## config.mk

```make
export PLATFORM = sky130hd
export DESIGN_NAME = activation_derivative_array_flat
export DESIGN_NICKNAME = d
export VERILOG_FILES = /design/src/rtl/activation_derivative_array_if.sv /design/src/rtl/activation_derivative_array.sv /design/src/flat_wrapper.sv
export SDC_FILE = /design/constraint.sdc
export NUM_CORES = 2
export LEC_CHECK = 0
export ABC_CLOCK_PERIOD_IN_PS = 5900
export CAP_MARGIN = 5
export CORE_ASPECT_RATIO = 1.2
export CORE_MARGIN = 3
export CORE_UTILIZATION = 49
export CTS_CLUSTER_DIAMETER = 80
export DETAILED_ROUTE_END_ITERATION = 10
export PLACE_DENSITY = 0.75
export RECOVER_POWER = 25
export SYNTH_ARGS = -nofsm -noshare
export SYNTH_HDL_FRONTEND = slang
export SYNTH_SLANG_ARGS = --single-unit
export TNS_END_PERCENT = 30
```

## constraint.sdc

```tcl
create_clock -name clk -period 5.9 [get_ports clk]
set_input_delay 1.475 -clock clk [delete_from_list [all_inputs] [get_ports clk]]
set_output_delay 1.475 -clock clk [all_outputs]
set_load 0.02 [all_outputs]
```

## src/rtl/activation_derivative_array_if.sv

```systemverilog
`default_nettype none
// ============================================================================
// Module   : activation_derivative_array_if
// Brief    : Configuration, input-beat, output-beat and status signals of the
//            activation-derivative array, grouped for module ports.
// Revision : 1.0 - initial release
// ============================================================================
interface activation_derivative_array_if #(
  parameter int NUM_LANES = 4,
  parameter int WIDTH     = 16
);
  logic                       cfg_load;
  logic [1:0]                 cfg_mode;
  logic [WIDTH-1:0]           cfg_leak;
  logic                       in_valid;
  logic                       in_ready;
  logic [NUM_LANES*WIDTH-1:0] in_grad;
  logic [NUM_LANES*WIDTH-1:0] in_h;
  logic                       out_valid;
  logic                       out_ready;
  logic [NUM_LANES*WIDTH-1:0] out_data;
  logic                       sat_flag;
  logic                       sat_clr;

  // Driver side (gradient source, downstream sink, control)
  modport master (
    output cfg_load, cfg_mode, cfg_leak, in_valid, in_grad, in_h,
           out_ready, sat_clr,
    input  in_ready, out_valid, out_data, sat_flag
  );

  // Derivative unit side
  modport slave (
    input  cfg_load, cfg_mode, cfg_leak, in_valid, in_grad, in_h,
           out_ready, sat_clr,
    output in_ready, out_valid, out_data, sat_flag
  );
endinterface
`default_nettype wire

```

## src/rtl/activation_derivative_array.sv

```systemverilog
`default_nettype none
// ============================================================================
// Module   : activation_derivative_array
// Brief    : Multi-lane, two-stage pipelined activation-derivative unit.
//            Gates each gradient lane by the sign of its forward
//            pre-activation (ReLU', LeakyReLU' or pass-through) under
//            valid/ready flow control, with a sticky saturation flag.
// Revision : 1.0 - initial release
// ============================================================================
module activation_derivative_array #(
  parameter int NUM_LANES = 4,
  parameter int WIDTH     = 16,
  parameter int FRAC      = 8
) (
  input  logic                          clk,
  input  logic                          rst,
  activation_derivative_array_if.slave  bus
);

  localparam int c_DW = NUM_LANES * WIDTH;
  localparam int c_PW = 2 * WIDTH;

  localparam logic [1:0] c_MODE_RELU  = 2'd0;
  localparam logic [1:0] c_MODE_LEAKY = 2'd1;

  localparam logic signed [WIDTH-1:0] c_ZERO = '0;
  localparam logic signed [c_PW-1:0]  c_HALF = c_PW'(1) << (FRAC - 1);
  localparam logic signed [c_PW-1:0]  c_MIN  = {c_PW{1'b1}} << (WIDTH - 1);
  localparam logic signed [c_PW-1:0]  c_MAX  = ~c_MIN;

  // Configuration registers
  logic [1:0]              r_cfg_mode;
  logic signed [WIDTH-1:0] r_cfg_leak;

  // Stage 1: raw operands, H sign, mode and full-width product
  logic                    r_s1_valid;
  logic [1:0]              r_s1_mode;
  logic [c_DW-1:0]         r_s1_grad;
  logic [NUM_LANES-1:0]    r_s1_hneg;
  logic [NUM_LANES*c_PW-1:0] r_s1_prod;

  // Stage 2: output register
  logic                    r_s2_valid;
  logic [c_DW-1:0]         r_out_data;
  logic                    r_sat;

  // Held low until the first clock after reset release
  logic                    r_rdy_en;

  logic                    w_s1_adv;
  logic                    w_in_ready;
  logic                    w_accept;
  logic signed [c_PW-1:0]  w_leak_e;
  logic [NUM_LANES*c_PW-1:0] w_prod;
  logic [NUM_LANES-1:0]    w_hneg;
  logic [c_DW-1:0]         w_s2_data;
  logic [NUM_LANES-1:0]    w_lane_sat;

  assign w_s1_adv   = !r_s2_valid || bus.out_ready;
  assign w_in_ready = r_rdy_en && (!r_s1_valid || w_s1_adv);
  assign w_accept   = bus.in_valid && w_in_ready;
  assign w_leak_e   = {{WIDTH{r_cfg_leak[WIDTH-1]}}, r_cfg_leak};

  for (genvar i = 0; i < NUM_LANES; i++) begin : g_lane
    logic signed [WIDTH-1:0] w_in_g;
    logic signed [WIDTH-1:0] w_in_h;
    logic signed [c_PW-1:0]  w_in_ge;
    logic signed [WIDTH-1:0] w_s1_g;
    logic signed [c_PW-1:0]  w_s1_p;
    logic signed [c_PW-1:0]  w_rnd;
    logic                    w_hi;
    logic                    w_lo;
    logic                    w_neg;
    logic [WIDTH-1:0]        w_scaled;

    // Stage-1 inputs: sign-extended product and H sign (zero is non-negative)
    assign w_in_g  = bus.in_grad[i*WIDTH +: WIDTH];
    assign w_in_h  = bus.in_h[i*WIDTH +: WIDTH];
    assign w_in_ge = {{WIDTH{w_in_g[WIDTH-1]}}, w_in_g};
    assign w_prod[i*c_PW +: c_PW] = w_in_ge * w_leak_e;
    assign w_hneg[i] = (w_in_h < c_ZERO);

    // Stage-2 datapath: round half up, arithmetic shift, clamp
    assign w_s1_g   = r_s1_grad[i*WIDTH +: WIDTH];
    assign w_s1_p   = r_s1_prod[i*c_PW +: c_PW];
    assign w_rnd    = (w_s1_p + c_HALF) >>> FRAC;
    assign w_hi     = (w_rnd > c_MAX);
    assign w_lo     = (w_rnd < c_MIN);
    assign w_scaled = w_hi ? c_MAX[WIDTH-1:0] :
                      w_lo ? c_MIN[WIDTH-1:0] : w_rnd[WIDTH-1:0];
    assign w_neg    = r_s1_hneg[i];

    assign w_s2_data[i*WIDTH +: WIDTH] =
        (r_s1_mode == c_MODE_RELU  && w_neg) ? '0       :
        (r_s1_mode == c_MODE_LEAKY && w_neg) ? w_scaled : w_s1_g;

    // A clamp only matters when the scaled value is the lane's result
    assign w_lane_sat[i] = (r_s1_mode == c_MODE_LEAKY) && w_neg && (w_hi || w_lo);
  end

  assign bus.in_ready  = w_in_ready;
  assign bus.out_valid = r_s2_valid;
  assign bus.out_data  = r_out_data;
  assign bus.sat_flag  = r_sat;

  // Ready enable and configuration capture
  always_ff @(posedge clk or negedge rst) begin
    if (!rst) begin
      r_rdy_en   <= 1'b0;
      r_cfg_mode <= c_MODE_RELU;
      r_cfg_leak <= '0;
    end else begin
      r_rdy_en <= 1'b1;
      if (bus.cfg_load) begin
        r_cfg_mode <= bus.cfg_mode;
        r_cfg_leak <= bus.cfg_leak;
      end
    end
  end

  // Stage 1: loads when empty or when its content moves on to stage 2
  always_ff @(posedge clk or negedge rst) begin
    if (!rst) begin
      r_s1_valid <= 1'b0;
      r_s1_mode  <= c_MODE_RELU;
      r_s1_grad  <= '0;
      r_s1_hneg  <= '0;
      r_s1_prod  <= '0;
    end else if (w_s1_adv || !r_s1_valid) begin
      r_s1_valid <= w_accept;
      if (w_accept) begin
        r_s1_mode <= r_cfg_mode;
        r_s1_grad <= bus.in_grad;
        r_s1_hneg <= w_hneg;
        r_s1_prod <= w_prod;
      end
    end
  end

  // Stage 2: output register, held while downstream stalls; bubbles write zero
  always_ff @(posedge clk or negedge rst) begin
    if (!rst) begin
      r_s2_valid <= 1'b0;
      r_out_data <= '0;
    end else if (w_s1_adv) begin
      r_s2_valid <= r_s1_valid;
      r_out_data <= r_s1_valid ? w_s2_data : '0;
    end
  end

  // Sticky saturation flag; a new saturation wins over a clear
  always_ff @(posedge clk or negedge rst) begin
    if (!rst) begin
      r_sat <= 1'b0;
    end else if (w_s1_adv && r_s1_valid && (|w_lane_sat)) begin
      r_sat <= 1'b1;
    end else if (bus.sat_clr) begin
      r_sat <= 1'b0;
    end
  end

endmodule
`default_nettype wire
```

## src/flat_wrapper.sv

```systemverilog
// flat-port wrapper written by rule: the top's interface ports become plain ports
module activation_derivative_array_flat 
#(
  parameter int NUM_LANES = 4,
  parameter int WIDTH     = 16,
  parameter int FRAC      = 8
)
  (clk, rst, bus_cfg_load, bus_cfg_mode, bus_cfg_leak, bus_in_valid, bus_in_grad, bus_in_h, bus_out_ready, bus_sat_clr, bus_in_ready, bus_out_valid, bus_out_data, bus_sat_flag);
  activation_derivative_array_if #(.NUM_LANES(NUM_LANES), .WIDTH(WIDTH)) bus_i ();
  input  logic clk;
  input  logic rst;
  input wire logic [$bits(bus_i.cfg_load)-1:0] bus_cfg_load;
  input wire logic [$bits(bus_i.cfg_mode)-1:0] bus_cfg_mode;
  input wire logic [$bits(bus_i.cfg_leak)-1:0] bus_cfg_leak;
  input wire logic [$bits(bus_i.in_valid)-1:0] bus_in_valid;
  input wire logic [$bits(bus_i.in_grad)-1:0] bus_in_grad;
  input wire logic [$bits(bus_i.in_h)-1:0] bus_in_h;
  input wire logic [$bits(bus_i.out_ready)-1:0] bus_out_ready;
  input wire logic [$bits(bus_i.sat_clr)-1:0] bus_sat_clr;
  output wire logic [$bits(bus_i.in_ready)-1:0] bus_in_ready;
  output wire logic [$bits(bus_i.out_valid)-1:0] bus_out_valid;
  output wire logic [$bits(bus_i.out_data)-1:0] bus_out_data;
  output wire logic [$bits(bus_i.sat_flag)-1:0] bus_sat_flag;
  assign bus_i.cfg_load = bus_cfg_load;
  assign bus_i.cfg_mode = bus_cfg_mode;
  assign bus_i.cfg_leak = bus_cfg_leak;
  assign bus_i.in_valid = bus_in_valid;
  assign bus_i.in_grad = bus_in_grad;
  assign bus_i.in_h = bus_in_h;
  assign bus_i.out_ready = bus_out_ready;
  assign bus_i.sat_clr = bus_sat_clr;
  assign bus_in_ready = bus_i.in_ready;
  assign bus_out_valid = bus_i.out_valid;
  assign bus_out_data = bus_i.out_data;
  assign bus_sat_flag = bus_i.sat_flag;
  activation_derivative_array #(.NUM_LANES(NUM_LANES), .WIDTH(WIDTH), .FRAC(FRAC)) u_core (.clk(clk), .rst(rst), .bus(bus_i));
endmodule
```

Yosys cells after proc, flatten, opt, wreduce, memory -nomap -nowiden
Cells that the tools add are included.
{"block": "totals", "in_bits": 152, "word_cells": 79, "out_inout_bits": 67, "register_bits": 284}
{"block": "op_classes", "addsub": 4, "muxes": 19, "magnitude_cmp": 12, "n_reduce_logical": 28, "eq_ne": 1, "n_mul": 4}
{"op": "$mux W16", "n": 16}
{"op": "$add A32 B9 Y32 const B", "n": 4}
{"op": "$mul A16 B16 Y32", "n": 4}
{"op": "$gt A24 B16 Y1 const B", "n": 4}
{"op": "$lt A24 B16 Y1 const B", "n": 4}
{"op": "$lt A16 B1 Y1 const B", "n": 4}
{"op": "$mux W64", "n": 1}
{"op": "$logic_and A1 B1 Y1", "n": 16}
{"op": "$logic_or A1 B1 Y1", "n": 6}
{"op": "$reduce_or A4 Y1", "n": 1}
{"op": "$eq A2 B1 Y1 const B", "n": 1}
{"op": "$logic_not A1 Y1", "n": 2}
{"op": "$logic_not A2 Y1", "n": 1}
{"op": "$mux W1", "n": 2}
{"op": "$reduce_and A2 Y1", "n": 1}
{"op": "$reduce_bool A2 Y1", "n": 1}

Logic depth before layout (Yosys ltp)
{"block": "logic_depth", "depth_word": 7, "mapped_depth": 24, "depth_no_buf": 22}

Worst setup path after synthesis
No wires, ideal clock.
{"block": "synth_path", "path_kind": "input to register", "start": "in bus_in_grad[15]", "end": "reg u_core.r_s1_prod[31]", "path_slack_ns": -1.509, "t_arrival_ns": 7.327, "cell_stages": 21, "path_buffers": 1, "t_required_ns": 5.818, "path_cell_list": "clkbuf_1 > nand2_1 > inv_1 > fa_1 > fa_1 > fa_1 > fa_1 > fa_1 > inv_1 > fa_1 > inv_1 > ha_1 > nand3_1 > nor2_1 > a221oi_1 > o21ai_0 > a22o_1 > nor3_2 > nor4b_1 > or4_1 > a31oi_1"}
{"block": "synth_between", "elab_chain_len": 1}
{"element": "from (decl)", "line": "flat_wrapper.sv:16", "text": "input wire logic [$bits(bus_i.in_grad)-1:0] bus_in_grad;"}
{"element": "$mul A16 B16 Y32", "line": "activation_derivative_array.sv:80", "text": "assign w_prod[i*c_PW +: c_PW] = w_in_ge * w_leak_e;"}
{"element": "to (signal assigned)", "line": "activation_derivative_array.sv:135", "text": "r_s1_prod <= w_prod;"}
{"element": "to (decl)", "line": "activation_derivative_array.sv:40", "text": "logic [NUM_LANES*c_PW-1:0] r_s1_prod;"}
No other way between the ends.
A chain may end at the register's enable or synchronous reset.

Worst setup path after layout
{"block": "layout_path", "start": "in bus_in_grad[4]", "end": "reg u_core.r_s1_prod[31]"}
Same word-level chain as after synthesis.

==> results.sh <==
export IMPL_viasPerCell=5.42
export IMPL_vias=41300
export IMPL_cp_start_kind="input pin"
export IMPL_cts_path_max_buffers=3
export IMPL_fin_util=0.628
export IMPL_drc=0
export IMPL_gp_congestion=0.925
export IMPL_max_slew_worst_pin_slew_ns=4.45
export IMPL_clk_pin_slew_ns=0.07
export IMPL_drive_gt1_frac=0.240
export IMPL_critPathKind="input pin to flip-flop"
export IMPL_dp_cells=7373
export IMPL_hold_path_class="flip-flop to flip-flop"
export IMPL_die_y_um=357
export IMPL_totalWireLength_mm=149
export IMPL_end_kind="flip-flop"
export IMPL_drt_pre_antenna_iters=6
export IMPL_finClkSkew_ns=0.0414
export IMPL_fin_nets=7749
export IMPL_grt_pass1_vias=45800
export IMPL_post_route_min_period_ns=6.55
export IMPL_grt_ovfl_total=0
export IMPL_yosysSeqAreaShare=0.127
export IMPL_cap_viol_max_count=1
export IMPL_initial_utilization=0.496
export IMPL_syn_avg_cell_area_um2=9.19
export IMPL_syn_cell_area_mm2=0.0504
export IMPL_die_w_um=299
export IMPL_clkSinkCount=256
export IMPL_synth_edf_count=0
export IMPL_synth_top_flop_cell="dfrtp_1"
export IMPL_fillerInstances=7608
export IMPL_drt_iter0_drc=2816
export IMPL_yosysUniqueCellTypes=85
export IMPL_insertion_delay_ns=0.64
export IMPL_synth_cells=5481
export IMPL_postCtsHoldBufs=0
export IMPL_area_growth_pct=26.7
export IMPL_die_area_mm2=0.107
export IMPL_cp_max_fo=5
export IMPL_syn_nets=6997
export IMPL_io_pins=219
export IMPL_status="complete, but fails checks"
export IMPL_final_setup_viol_count=74
export IMPL_cts_buffers=31
export IMPL_ys_ff_latch=256
export IMPL_finalWorstSetupSlack_ns=-0.649
export IMPL_grt_usage=0.279
export IMPL_wl_per_cell_um=19.6
export IMPL_finalMaxSlewViolations=71
export IMPL_final_cells=7626
export IMPL_arrival_ns=7.11
export IMPL_port_buffers=158
export IMPL_ys_warn_count=0
export IMPL_hpwl_mm=112
export IMPL_grt_max_degree=131
export IMPL_grt_first_pass_wirelength_mm=236
export IMPL_rsz0062_at_grt="yes"
export IMPL_clock_root_buffer="clkbuf_16"
export IMPL_max_freq_mhz=153
export IMPL_violations="capacitance limit, slew limit, setup timing"
export IMPL_async_reset_ff_frac=1.00
export IMPL_htreeDepth=1
export IMPL_finalCritPeriodShare=1.11
export IMPL_crit_required_ns=6.46
export IMPL_antenna_found_initial=5
export IMPL_hold_viol_final=0
export IMPL_ant_nets=0
export IMPL_core_area_mm2=0.102
export IMPL_cts_tree="built"
export IMPL_slew_headroom=-1.96
export IMPL_rows=128
## flip-flops by register name, summed over array words and instances (netlist names), 2 cells and up
signal               count
u_core.r_s1_grad        64
u_core.r_s1_prod       100
u_core.r_cfg_mode        2
u_core.bus.out_data     64
u_core.r_s1_mode         2
u_core.r_cfg_leak       16
u_core.r_s1_hneg         4
## placed cells by master, fill, tap and decap left out, types with 75 or more instances in the layout
cell,n
o21ai_0,81
nor2_1,120
fa_1,954
xnor2_1,100
dfrtp_1,241
o21ai_1,86
fa_2,90
nand2_1,797
ha_1,269
buf_4,638
and2_1,433
buf_12,89
buf_6,91
inv_1,1034
clkdlybuf4s50_1,94
xor2_1,75
inv_2,104
## synthesized netlist by cell type, drive strengths merged (13+ instances only)
library cell  number  area share
xor2              75       0.013
nand2b            51      0.0063
a21o              34      0.0051
nand2            841       0.063
nor2             134       0.010
o21bai            15      0.0022
nor2b             13      0.0016
mux2              20      0.0045
o31ai             17      0.0025
buf               20      0.0021
dfrtp            256        0.13
nand3             60      0.0061
ha               320       0.079
a21oi             82      0.0081
xnor2            115       0.020
inv             1139       0.085
o211ai            13      0.0019
o21a              27      0.0040
o21ai            189       0.019
nand4             34      0.0045
fa              1044        0.41
a32o              29      0.0058
and2             499       0.062
nor3              21      0.0022
and3              24      0.0030
a22o              21      0.0036
clkbuf           238       0.018
## worst paths after layout
path	start	to	slack [ns]	depth (start not counted)
max	bus_in_grad[4]	u_core.r_s1_prod[31]	-0.65	23
min	u_core.r_s1_grad[54]	u_core.r_s1_grad[54]	0.46	2
max reg2reg	u_core.r_cfg_leak[3]	u_core.r_s1_prod[61]	-0.47	22
min reg2reg	u_core.r_s1_grad[54]	u_core.r_s1_grad[54]	0.46	2
max in group asynchronous	rst	u_core.r_cfg_leak[1]	0.70	1
min in group asynchronous	rst	u_core.r_cfg_leak[3]	2.36	1
## cell type report
class | count | area, um^2 | share of cell area
Timing Repair Buffer | 977 | 9430 | 0.148
Sequential cell | 256 | 6420 | 0.101
Multi-Input combinational cell | 3827 | 40900 | 0.641
Clock inverter | 19 | 191 | 0.00300
Antenna cell | 3 | 7.51 | 0.000118
Tap cell | 1365 | 1710 | 0.0268
Clock buffer | 39 | 866 | 0.0136
Inverter | 1140 | 4280 | 0.0671
## logic make-up after synthesis
family,Yosys count,share of synthesized area
AND/OR/NAND/NOR,1744,0.170
buffers and inverters,1398,0.105
adder cells (fa/ha/maj),1364,0.494
AO/OA/AOI/OAI,507,0.0664
flip-flops,256,0.127
XOR/XNOR,190,0.0330
multiplexers,21,0.00467
other,1,0.0000744
## timing repair
action | CTS | global route
setup buffers | 151 | 49
pin swaps | 340 | 243
resized for setup | 603 | 286
endpoints found under the setup margin | 90 | 89
cloned | 16 | 1
## metrics by stage
| step | setup WS (ns) | hold slack, ns | setup TNS [ns] | instance area (um^2) |
|---|---|---|---|---|
| after detailed placement | -1.74 | 0.454 | -123.55 | 59000 |
| after global routing | -0.819 | 0.493 | -37.97 | 63800 |
| after global placement | -1.64 | 0.448 | -114.26 | 59000 |
| final | -0.649 | 0.465 | -25.96 | 63800 |
| after floorplan | -0.866 | 0.435 | -31.97 | 51200 |
| after CTS | -0.646 | 0.467 | -26.73 | 63000 |
## layer usage
| metal | track usage | vias to the layer above | wire (um) | part of all wire |
|---|---|---|---|---|
| li1 | - | 18100 | - | - |
| met1 | 0.306 | 21000 | 51400 | 0.34 |
| met2 | 0.509 | 1660 | 77200 | 0.52 |
| met3 | 0.0362 | 623 | 8840 | 0.059 |
| met4 | 0.182 | 0 | 11700 | 0.079 |
| met5 | 0 | - | 0 | 0 |
## critical path, stage by stage
cell and delay [ns]:
buf_6 0.12, bufbuf_16 0.27, and2_4 0.15, fa_1 0.50, inv_1 0.06, fa_1 0.56
inv_2 0.05, fa_2 0.55, fa_2 0.46, fa_1 0.55, inv_1 0.07, fa_2 0.34
inv_2 0.08, ha_4 0.20, nand4_1 0.12, nor2_2 0.07, a221oi_2 0.28, o21ai_2 0.11
a22o_4 0.25, nor3_4 0.18, nor4b_2 0.09, or4_1 0.42, a31oi_1 0.17
Power is not shown: default switching activity piles up to over one toggle a cycle in this logic, so the estimate is an artifact.
